### src/rtl/spi_cfg_pkg.sv
// Shared definitions for the SPI configuration-write scheduler: register map,
// frame layout, FSM state encodings and small frame helpers.
package spi_cfg_pkg;

    localparam logic [6:0] MAX_ADDRESS      = 7'd4;
    localparam logic [6:0] ADDR_EN_OUT_7_0  = 7'd0;
    localparam logic [6:0] ADDR_EN_OUT_15_8 = 7'd1;
    localparam logic [6:0] ADDR_EN_PWM_7_0  = 7'd2;
    localparam logic [6:0] ADDR_EN_PWM_15_8 = 7'd3;
    localparam logic [6:0] ADDR_PWM_DUTY    = 7'd4;

    localparam int   FRAME_W   = 16;
    localparam logic WRITE_BIT = 1'b1;

    typedef logic [2:0] state_t;

    localparam state_t ST_IDLE    = 3'd0;
    localparam state_t ST_SETUP   = 3'd1;
    localparam state_t ST_SCLK_HI = 3'd2;
    localparam state_t ST_SCLK_LO = 3'd3;
    localparam state_t ST_HOLD    = 3'd4;
    localparam state_t ST_GAP     = 3'd5;

    // Write frame as shifted out, MSB first.
    function automatic logic [FRAME_W-1:0] build_frame(input logic [6:0] addr,
                                                       input logic [7:0] data);
        return {WRITE_BIT, addr, data};
    endfunction

    // Only addresses inside the peripheral's register map produce a frame.
    function automatic logic addr_is_valid(input logic [6:0] addr);
        return (addr <= MAX_ADDRESS);
    endfunction

endpackage

### src/rtl/spi_cfg_write_scheduler_rr_arbiter.sv
// Round-robin arbiter: search starts one past the last granted requester,
// pointer moves only when the grant is actually taken (advance_i).
module rr_arbiter #(
    parameter int N_REQ = 2,
    parameter int IW    = 1
) (
    input  logic             clk,
    input  logic             rst_n,
    input  logic [N_REQ-1:0] req_i,
    input  logic             advance_i,
    output logic [N_REQ-1:0] grant_o,
    output logic             any_o
);

    logic [IW-1:0]    last_q;
    logic [IW-1:0]    last_d;
    logic [IW-1:0]    idx_s;
    logic [N_REQ-1:0] grant_s;
    logic             found_s;

    // Pick the first requesting index after the last grant, wrapping around.
    always_comb begin
        grant_s = {N_REQ{1'b0}};
        idx_s   = last_q;
        found_s = 1'b0;
        for (int k = 0; k < N_REQ; k++) begin
            int cand;
            cand = int'(last_q) + 1 + k;
            cand = (cand >= N_REQ) ? cand - N_REQ : cand;
            if (!found_s && req_i[cand[IW-1:0]]) begin
                grant_s[cand[IW-1:0]] = 1'b1;
                idx_s                 = cand[IW-1:0];
                found_s               = 1'b1;
            end else begin
                found_s = found_s;
            end
        end
    end

    // Next pointer value: the granted index when the grant is consumed.
    always_comb begin
        if (advance_i) begin
            last_d = idx_s;
        end else begin
            last_d = last_q;
        end
    end

    // Pointer register; reset points at the highest index so requester 0 wins first.
    always_ff @(posedge clk or negedge rst_n) begin
        if (!rst_n) begin
            last_q <= IW'(N_REQ - 1);
        end else begin
            last_q <= last_d;
        end
    end

    assign grant_o = grant_s;
    assign any_o   = found_s;

endmodule

### src/rtl/spi_cfg_write_scheduler.sv
// Arbitrates register-write requests and serialises each accepted one as a
// 16-bit mode-0 SPI frame, with a fixed nCS-high gap between frames so the
// peripheral's synchronisers always see clean edges.
module spi_cfg_write_scheduler
    import spi_cfg_pkg::*;
#(
    parameter int N_REQ       = 2,
    parameter int HALF_PERIOD = 4,
    parameter int GAP_CYCLES  = 8
) (
    input  logic               clk,
    input  logic               rst_n,
    input  logic [N_REQ-1:0]   req_valid,
    input  logic [7*N_REQ-1:0] req_addr,
    input  logic [8*N_REQ-1:0] req_data,
    output logic [N_REQ-1:0]   req_ready,
    output logic               nCS,
    output logic               SCLK,
    output logic               COPI,
    output logic               busy,
    output logic               done,
    output logic               err_addr
);

    localparam int CNT_MAX = (HALF_PERIOD > GAP_CYCLES) ? HALF_PERIOD : GAP_CYCLES;
    localparam int PH_W    = $clog2(CNT_MAX + 1);
    localparam int IW      = (N_REQ > 1) ? $clog2(N_REQ) : 1;

    localparam logic [PH_W-1:0] HP_LAST  = PH_W'(HALF_PERIOD - 1);
    localparam logic [PH_W-1:0] GAP_LAST = PH_W'(GAP_CYCLES - 1);
    localparam logic [4:0]      LAST_BIT = 5'd16;

    state_t              state_q, state_d;
    logic [PH_W-1:0]     phase_q, phase_d;
    logic [4:0]          bit_cnt_q, bit_cnt_d;
    logic [FRAME_W-1:0]  shift_q, shift_d;
    logic                ncs_q, ncs_d;
    logic                sclk_q, sclk_d;
    logic                copi_q, copi_d;
    logic                busy_q, busy_d;
    logic                done_q, done_d;
    logic                err_q, err_d;

    logic [N_REQ-1:0]    grant_s;
    logic                any_s;
    logic                accept_s;
    logic [6:0]          sel_addr_s;
    logic [7:0]          sel_data_s;
    logic                hp_end_s;
    logic                frame_active_s;

    assign accept_s = (state_q == ST_IDLE) && any_s;
    assign hp_end_s = (phase_q == HP_LAST);

    rr_arbiter #(
        .N_REQ (N_REQ),
        .IW    (IW)
    ) u_arb (
        .clk       (clk),
        .rst_n     (rst_n),
        .req_i     (req_valid),
        .advance_i (accept_s),
        .grant_o   (grant_s),
        .any_o     (any_s)
    );

    // Grant is visible only in IDLE and never while reset is asserted.
    always_comb begin
        if (rst_n && accept_s) begin
            req_ready = grant_s;
        end else begin
            req_ready = {N_REQ{1'b0}};
        end
    end

    // One-hot mux of the granted requester's address and data.
    always_comb begin
        sel_addr_s = 7'd0;
        sel_data_s = 8'd0;
        for (int i = 0; i < N_REQ; i++) begin
            sel_addr_s = sel_addr_s | (req_addr[i*7 +: 7] & {7{grant_s[i]}});
            sel_data_s = sel_data_s | (req_data[i*8 +: 8] & {8{grant_s[i]}});
        end
    end

    // Frame sequencing: every SPI phase lasts HALF_PERIOD cycles, the gap GAP_CYCLES.
    always_comb begin
        state_d   = state_q;
        phase_d   = phase_q;
        bit_cnt_d = bit_cnt_q;
        shift_d   = shift_q;
        err_d     = 1'b0;
        case (state_q)
            ST_IDLE: begin
                phase_d = {PH_W{1'b0}};
                if (accept_s && addr_is_valid(sel_addr_s)) begin
                    shift_d   = build_frame(sel_addr_s, sel_data_s);
                    bit_cnt_d = 5'd0;
                    state_d   = ST_SETUP;
                end else if (accept_s) begin
                    err_d = 1'b1;
                end else begin
                    state_d = ST_IDLE;
                end
            end
            ST_SETUP, ST_SCLK_LO: begin
                if (hp_end_s) begin
                    phase_d   = {PH_W{1'b0}};
                    bit_cnt_d = bit_cnt_q + 5'd1;
                    state_d   = ST_SCLK_HI;
                end else begin
                    phase_d = phase_q + 1'b1;
                end
            end
            ST_SCLK_HI: begin
                if (hp_end_s && (bit_cnt_q == LAST_BIT)) begin
                    phase_d = {PH_W{1'b0}};
                    state_d = ST_HOLD;
                end else if (hp_end_s) begin
                    phase_d = {PH_W{1'b0}};
                    shift_d = {shift_q[FRAME_W-2:0], 1'b0};
                    state_d = ST_SCLK_LO;
                end else begin
                    phase_d = phase_q + 1'b1;
                end
            end
            ST_HOLD: begin
                if (hp_end_s) begin
                    phase_d = {PH_W{1'b0}};
                    state_d = ST_GAP;
                end else begin
                    phase_d = phase_q + 1'b1;
                end
            end
            ST_GAP: begin
                if (phase_q == GAP_LAST) begin
                    phase_d = {PH_W{1'b0}};
                    state_d = ST_IDLE;
                end else begin
                    phase_d = phase_q + 1'b1;
                end
            end
            default: begin
                phase_d = {PH_W{1'b0}};
                state_d = ST_IDLE;
            end
        endcase
    end

    // Pin values follow the next state so they change on the same edge as the FSM.
    always_comb begin
        frame_active_s = (state_d == ST_SETUP) || (state_d == ST_SCLK_HI) ||
                         (state_d == ST_SCLK_LO) || (state_d == ST_HOLD);
        ncs_d  = !frame_active_s;
        sclk_d = (state_d == ST_SCLK_HI);
        busy_d = (state_d != ST_IDLE);
        done_d = (state_d == ST_GAP) && (state_q != ST_GAP);
        if (frame_active_s) begin
            copi_d = shift_d[FRAME_W-1];
        end else begin
            copi_d = 1'b0;
        end
    end

    // State and pin registers; reset drops any partial frame immediately.
    always_ff @(posedge clk or negedge rst_n) begin
        if (!rst_n) begin
            state_q   <= ST_IDLE;
            phase_q   <= {PH_W{1'b0}};
            bit_cnt_q <= 5'd0;
            shift_q   <= {FRAME_W{1'b0}};
            ncs_q     <= 1'b1;
            sclk_q    <= 1'b0;
            copi_q    <= 1'b0;
            busy_q    <= 1'b0;
            done_q    <= 1'b0;
            err_q     <= 1'b0;
        end else begin
            state_q   <= state_d;
            phase_q   <= phase_d;
            bit_cnt_q <= bit_cnt_d;
            shift_q   <= shift_d;
            ncs_q     <= ncs_d;
            sclk_q    <= sclk_d;
            copi_q    <= copi_d;
            busy_q    <= busy_d;
            done_q    <= done_d;
            err_q     <= err_d;
        end
    end

    assign nCS      = ncs_q;
    assign SCLK     = sclk_q;
    assign COPI     = copi_q;
    assign busy     = busy_q;
    assign done     = done_q;
    assign err_addr = err_q;

endmodule
### config.mk
export PLATFORM = sky130hd
export DESIGN_NAME = spi_cfg_write_scheduler
export DESIGN_NICKNAME = d
export VERILOG_FILES = /design/src/rtl/spi_cfg_pkg.sv /design/src/rtl/spi_cfg_write_scheduler_rr_arbiter.sv /design/src/rtl/spi_cfg_write_scheduler.sv
export SDC_FILE = /design/constraint.sdc
export NUM_CORES = 1
export LEC_CHECK = 0
export CAP_MARGIN = 25
export CORE_UTILIZATION = 40
export DETAILED_ROUTE_END_ITERATION = 8
export HOLD_SLACK_MARGIN = 0.1
export PLACE_DENSITY = 0.63
export SYNTH_ARGS = -nofsm -noshare
export SYNTH_HDL_FRONTEND = slang
export SYNTH_SLANG_ARGS = --single-unit
### constraint.sdc
create_clock -name clk -period 2.3 [get_ports clk]
set_input_delay 0.46 -clock clk [delete_from_list [all_inputs] [get_ports clk]]
set_output_delay 0.46 -clock clk [all_outputs]
set_load 0.03 [all_outputs]
### Yosys cells after proc, flatten, opt, wreduce, memory -nomap -nowiden

Cells that the tools add are included.
W data, S select, Z words.

| storage, ports and cells | value |
|---|---|
| output and inout bits | 8 |
| register bits after elaboration | 35 |
| word-level logic and storage cells | 113 |
| input port bits | 34 |

| cells by class | value |
|---|---|
| mux-type cells | 40 |
| equal/unequal tests | 18 |
| add/subtract/negate cells | 6 |
| reduce and logical (&&, ||, !) cells | 23 |
| bitwise gates (word level) | 7 |
| magnitude comparators | 7 |

Operator list:

| cell | count |
|---|---|
| $mux W16 | 3 |
| $ge A32 B3 Y1 const B | 1 |
| $pmux W16 S2 | 1 |
| $mux W3 | 7 |
| $and A8 B8 Y8 | 2 |
| $mux W1 | 16 |
| $pmux W3 S5 | 1 |
| $and A7 B7 Y7 | 2 |
| $eq A3 B2 Y1 const B | 4 |
| $eq A3 B3 Y1 const B | 4 |
| $mux W4 | 3 |
| $pmux W4 S3 | 1 |
| $mux W5 | 2 |
| $pmux W5 S2 | 1 |
| $logic_and A1 B1 Y1 | 8 |
| $or A8 B8 Y8 | 1 |
| $le A7 B3 Y1 const B | 1 |
| $or A7 B7 Y7 | 1 |
| $eq A3 B1 Y1 const B | 2 |
| $mux W2 | 3 |
| $ne A2 B2 Y1 const B | 3 |
| $reduce_bool A2 Y1 | 3 |
| $add A5 B1 Y5 const B | 1 |
| $eq A5 B5 Y1 const B | 1 |
| 22 further kinds | 29 |

### Longest topological paths before layout

Gate-level depths: netlist (run 1).

| depth | value |
|---|---|
| depth in word-level cells | 21 |
| mapped depth | 8 |
| depth with buffers taken out | 6 |

### Modules after synthesis

From an unflattened synthesis (run 1), not the netlist that was laid out.

| unflattened totals | value |
|---|---|
| cell total of the unflattened synthesis | 203 |
| area, all modules | 1,940.6 um2 |

By module, submodules not included:

| module | instances | area each (um2) | cells an instance | sequential area each (um2) |
|---|---|---|---|---|
| spi_cfg_write_scheduler | 1 | 1,878.1 | 196 | 852.1 |
| rr_arbiter | 1 | 62.6 | 7 | 26.3 |

### Worst setup path after synthesis (run 1)

OpenSTA, ideal clock, no wires.

| timing | value |
|---|---|
| kind | reg-to-output |
| start | register u_arb.last_q |
| end | output port req_ready[0] |
| setup slack | 0.377 ns |
| path buffers | 1 |
| arrival | 1.463 ns |
| cell stages (with the launch flop) | 5 |
| required time | 1.840 ns |
| cell sequence | dfstp_2 nand2b_1 and2_1 clkbuf_1 and3_1 |

| on the way | value |
|---|---|
| longest elaborated chain between the ends | 12 |
| elaborated cells on any way between the ends | 32 |
| those cells by class | add/sub (4); order compare (6); mux (15); bitwise (1); reduce/logical (6) |

RTL lines:

| item | RTL line | text |
|---|---|---|
| start: declaration | spi_cfg_write_scheduler_rr_arbiter.sv:15 | `logic [IW-1:0] last_q;` |
| start signal: assignment | spi_cfg_write_scheduler_rr_arbiter.sv:52 | `last_q <= IW'(N_REQ - 1);` |
| start signal: assignment | spi_cfg_write_scheduler_rr_arbiter.sv:54 | `last_q <= last_d;` |
| $add A1 B1 Y2 (*) | spi_cfg_write_scheduler_rr_arbiter.sv:28 | `cand = int'(last_q) + 1 + k;` |
| parallel branches: the longest is 10 deep, another holds $ge A32 B3 Y1 | n/a |  |
| $mux W2 (*) | spi_cfg_write_scheduler.sv:69 | `if (rst_n && accept_s) begin` |
| end: declaration | spi_cfg_write_scheduler.sv:16 | `output logic [N_REQ-1:0] req_ready,` |

Every way passes the cells marked *. The select of a mux whose other input is x is not followed.

### Worst setup path after layout (run 1)

| timing | value |
|---|---|
| start | input port req_valid[1] |
| end | output port req_ready[0] |

| on the way | value |
|---|---|
| longest elaborated chain between the ends | 9 |
| elaborated cells on any way between the ends | 14 |
| those cells by class | mux (9); bitwise (1); reduce/logical (4) |

RTL lines:

| item | RTL line | text |
|---|---|---|
| start: declaration | spi_cfg_write_scheduler.sv:13 | `input logic [N_REQ-1:0] req_valid,` |
| $mux W1 (implied by the code) (2 in a row) | spi_cfg_write_scheduler_rr_arbiter.sv:30 | `if (!found_s && req_i[cand[IW-1:0]]) begin` |
| $mux W1 | spi_cfg_write_scheduler_rr_arbiter.sv:30 |  |
| $logic_not A1 Y1 | spi_cfg_write_scheduler_rr_arbiter.sv:30 |  |
| $logic_and A1 B1 Y1 | spi_cfg_write_scheduler_rr_arbiter.sv:30 |  |
| $mux W1 | spi_cfg_write_scheduler_rr_arbiter.sv:30 |  |
| $logic_and A1 B1 Y1 | spi_cfg_write_scheduler.sv:52 | `assign accept_s = (state_q == ST_IDLE) && any_s;` |
| $logic_and A1 B1 Y1 | spi_cfg_write_scheduler.sv:69 |  |
| $mux W2 (*) | spi_cfg_write_scheduler.sv:69 |  |

Every way passes the cells marked *; elsewhere a longest branch is shown, timed or not. The select of a mux whose other input is x is not followed.

==> flow_summary_export.csv, run 1 <==
group,metric,value,unit
run_status,status,"finished, final reports clean",
sta,clock.fmax,469.1,MHz
setup_path,r2r-start,"phase_q[0]$_DFF_PN0_",
detailed_routing,first_pass_iters,4,
sta,setup_viol,0,
sta,fin_skew,0.008525,ns
global_route,grt.met2_usage,0.2959,
power_and_ir_drop,p_comb_frac,0.089,
power_and_ir_drop,internal_power,1.036,mW
power_and_ir_drop,vdd_drop_max,0.4069,mV
synthesis,synth.net_count,229,
sta,finalSetupTns,0,ns
clock_network,post_cts_resized,0,
floorplan,rows,24,
sta,maxSlewViolCount,0,
global_route,grt_use_total,0.1933,
setup_path,end_kind,"primary output",
clock_network,htree_levels,2,
layout,fillers,391,
floorplan,die_area,4912,µm²
floorplan,dieHeight,70.09,µm
floorplan,num_io_pins,42,
detailed_routing,final_antenna_net_count,0,
place,io_buffers,41,
place,gp_congestion,0.8332,
power_and_ir_drop,p_seq_frac,0.472,
setup_path,crit_arrival,1.67,ns
synthesis,synth_top_area_frac,0.4453,
setup_path,critPathLaunchType,"input port",
synthesis,yosys-top-cells-area,"dfrtp_1 (45%), o221ai_2 (5.7%), nand2_1 (5.5%), a22oi_1 (4.5%), nor2_1 (3.2%)",
layout,stdcell_count,305,
clock_network,cts_sinks,35,
synthesis,ys_ff_latch,35,
min_path,hp-start,"phase_q[0]$_DFF_PN0_",
global_route,antenna_found_initial,0,
place,postPlaceCellArea,2416,µm²
clock_network,cts_buffers,5,
sta,finalCritPeriodShare,0.9269,
synthesis,synth_top_cell_by_area,"dfrtp_1",
detailed_routing,vias,1593,
detailed_routing,drtIter0Drc,102,
global_route,grt.met1_usage,0.2748,
place,dp_cells,296,
layout,drive_above_1_share,0.1818,
synthesis,syn_area,1854,µm²
power_and_ir_drop,p_per_area,512.6,nW/µm²
power_and_ir_drop,p_sw,0.2681,mW
power_and_ir_drop,power_leakage,1.086,nW
setup_path,crit_type,"in2out",
detailed_routing,finalWirelength,4337,µm
clock_network,postCtsSetupBuffers,0,
global_route,met3_usage,0.03608,
power_and_ir_drop,total_power,1.304,mW
sta,period_needed,2.132,ns
layout,nNetsFinal,289,
global_route,grt_pass1_wl,7493,µm
layout,areaGrowthSynthToFinish,37.18,%
sta,finalHoldViolations,0,
layout,design_area,2544,µm²
synthesis,synth_cell_type_count,48,
place,place_hpwl,3243,µm
clock_network,cts_tree,"built",
clock_network,clk_pin_slew,0.07,ns
synthesis,synth_warnings,0,
layout,regArea,878.3,µm²
run,max-cap-violations,0,
power_and_ir_drop,p_sw_frac,0.2056,
synthesis,seq_area_frac_synth,0.4737,
clock_network,clk_latency,0.29,ns
floorplan,core,4414,µm²
power_and_ir_drop,clockPowerShare,0.440,
layout,antennaDiodeCount,0,
detailed_routing,drc,0,
sta,rsz0062_at_grt,"no",
synthesis,syn_area_per_cell,9.658,µm²
global_route,grt_max_degree,29,
clock_network,cts_buffer_depth,2,
global_route,grt-busiest-layer,"met2",
layout,multi_input_comb_area,865.8,µm²
floorplan,start_util,0.4201,
sta,tightest_slew,0.4605,ns
floorplan,fp.dieW,70.09,µm
sta,relSlewSlack,0.6923,
global_route,first_global_vias,1635,
synthesis,syn_inst,192,
setup_path,crit_fanout,2,
global_route,grt_overflow_total,0,
detailed_routing,wl_per_cell,14.22,µm
min_path,min_path_type,"reg2reg",
setup_path,required,1.84,ns
clock_network,cts_root_buffer,"clkbuf_8",
setup_path,cp-startpoint,"req_valid[1]",
detailed_routing,viasPerCell,5.223,
## metal layers
layer	vias up	share of wire
met4	0	0.015
met3	5	0.030
li1	802	-
met1	765	0.51
met2	21	0.44
met5	-	0
## power groups by stage
stage | logic, mW | clock network [mW] | registers, mW
final | 0.115 | 0.573 | 0.615
after CTS | 0.117 | 0.586 | 0.615
after global placement | 0.115 | 0 | 0.627
after detailed placement | 0.115 | 0 | 0.627
after floorplan | 0.0251 | 0 | 0.627
after global routing | 0.125 | 0.606 | 0.615
## flip-flops by register name, indices dropped and copies added, names as in the netlist
name          flops
state_q           3
nCS               1
phase_q           4
shift_q          16
u_arb.last_q      1
busy              1
err_addr          1
SCLK              1
COPI              1
done              1
bit_cnt_q         5
## final timing paths
check	endpoint	slack, ns	cells after the start
worst max-delay path	req_ready[0]	0.17	6
worst min-delay path	phase_q[0]$_DFF_PN0_	0.46	1
worst max register to register	shift_q[3]$_DFFE_PN0P_	0.29	7
worst min register to register	phase_q[0]$_DFF_PN0_	0.46	1
max in group asynchronous	nCS$_DFF_PN1_	1.08	3
min in group asynchronous	bit_cnt_q[3]$_DFFE_PN0P_	0.56	2
## repair_timing
| item | 4_1_cts | 5_1_grt |
|---|---|---|
| endpoints found under the hold margin | 7 | 0 |
| hold buffers | 1 | 0 |
| endpoints found under the setup margin | 0 | 0 |
## cell families (layout without fill, tap and decap cells)
logic type / count (synthesis) / count (layout) / synth area share
adders and majority gates: 3 / 3 / 0.02025
AOI/OAI and AO/OA: 52 / 52 / 0.2261
and+or+nand+nor: 74 / 74 / 0.1964
buffers and inverters: 23 / 84 / 0.05938
DFF: 35 / 35 / 0.4737
muxes: 1 / 1 / 0.005398
xor gates and xnor gates: 4 / 4 / 0.01890
## cell usage in the layout (no fill, tap or decap), types with 4 or more instances in the layout
master | synthesis | layout
and3_1 | 4 | 4
nor2_1 | 16 | 16
and2_1 | 4 | 4
a22oi_1 | 11 | 11
inv_1 | 13 | 13
nand3_1 | 5 | 5
o221ai_2 | 7 | 7
dfrtp_1 | 33 | 33
o21ai_0 | 10 | 10
buf_4 | 1 | 23
clkbuf_8 | 0 | 6
nand2_1 | 27 | 27
clkdlybuf4s50_1 | 0 | 38
## through the flow
stage | hold WS, ns | util | worst slack (ns)
after global routing | 0.4936 | 0.5762 | 0.03144
after CTS | 0.4690 | 0.5762 | 0.1518
after floorplan | 0.1644 | - | 0.3769
after global placement | 0.3294 | 0.5473 | -0.09506
final | 0.4593 | 0.5762 | 0.1681
after detailed placement | 0.3307 | 0.5473 | -0.1327
## critical path, cell delays in order
cell and delay, ns:
clkdlybuf4s50_1 0.48, nand2b_1 0.08, buf_4 0.14, and2_1 0.17, and3_1 0.18, buf_4 0.17
## cell type report
class,instances,share of cell area
clock buffer,6,0.03246
clock inverter,2,0.01377
inverter,13,0.01918
multi-input combinational,134,0.3404
sequential,35,0.3453
tap,52,0.02558
timing repair buffer,63,0.2233
## cells in the mapped netlist (all sizes together)
master and count:
inv 13, nand2b 1, dfrtp 33, xnor2 1, mux2i 1, or2 2, a21o 1, a22o 1
o21a 3, o21bai 1, dfstp 2, or2b 1, buf 4, nand4 1, a221oi 1, nor4b 1
a21oi 3, o221ai 10, a31oi 2, clkbuf 6, and3 4, nor4 1, ha 3, and2 4
nor3 1, o22ai 3, or4 1, o311ai 1, a22oi 11, o2111ai 1, nor2b 3, o21ai 10
nand3 5, or3b 1, nor2 16, nor3b 2, xor2 3, nand3b 2, o31ai 2, o211ai 2
nand2 28
Note: power is estimated with default switching activity, not from simulation.
==> inputs of run 2 (changes only) <==
TNS_END_PERCENT = 50   (was default)
==> results of run 2 <==
Final layout, timing and power as in run 1 (identical DEF).
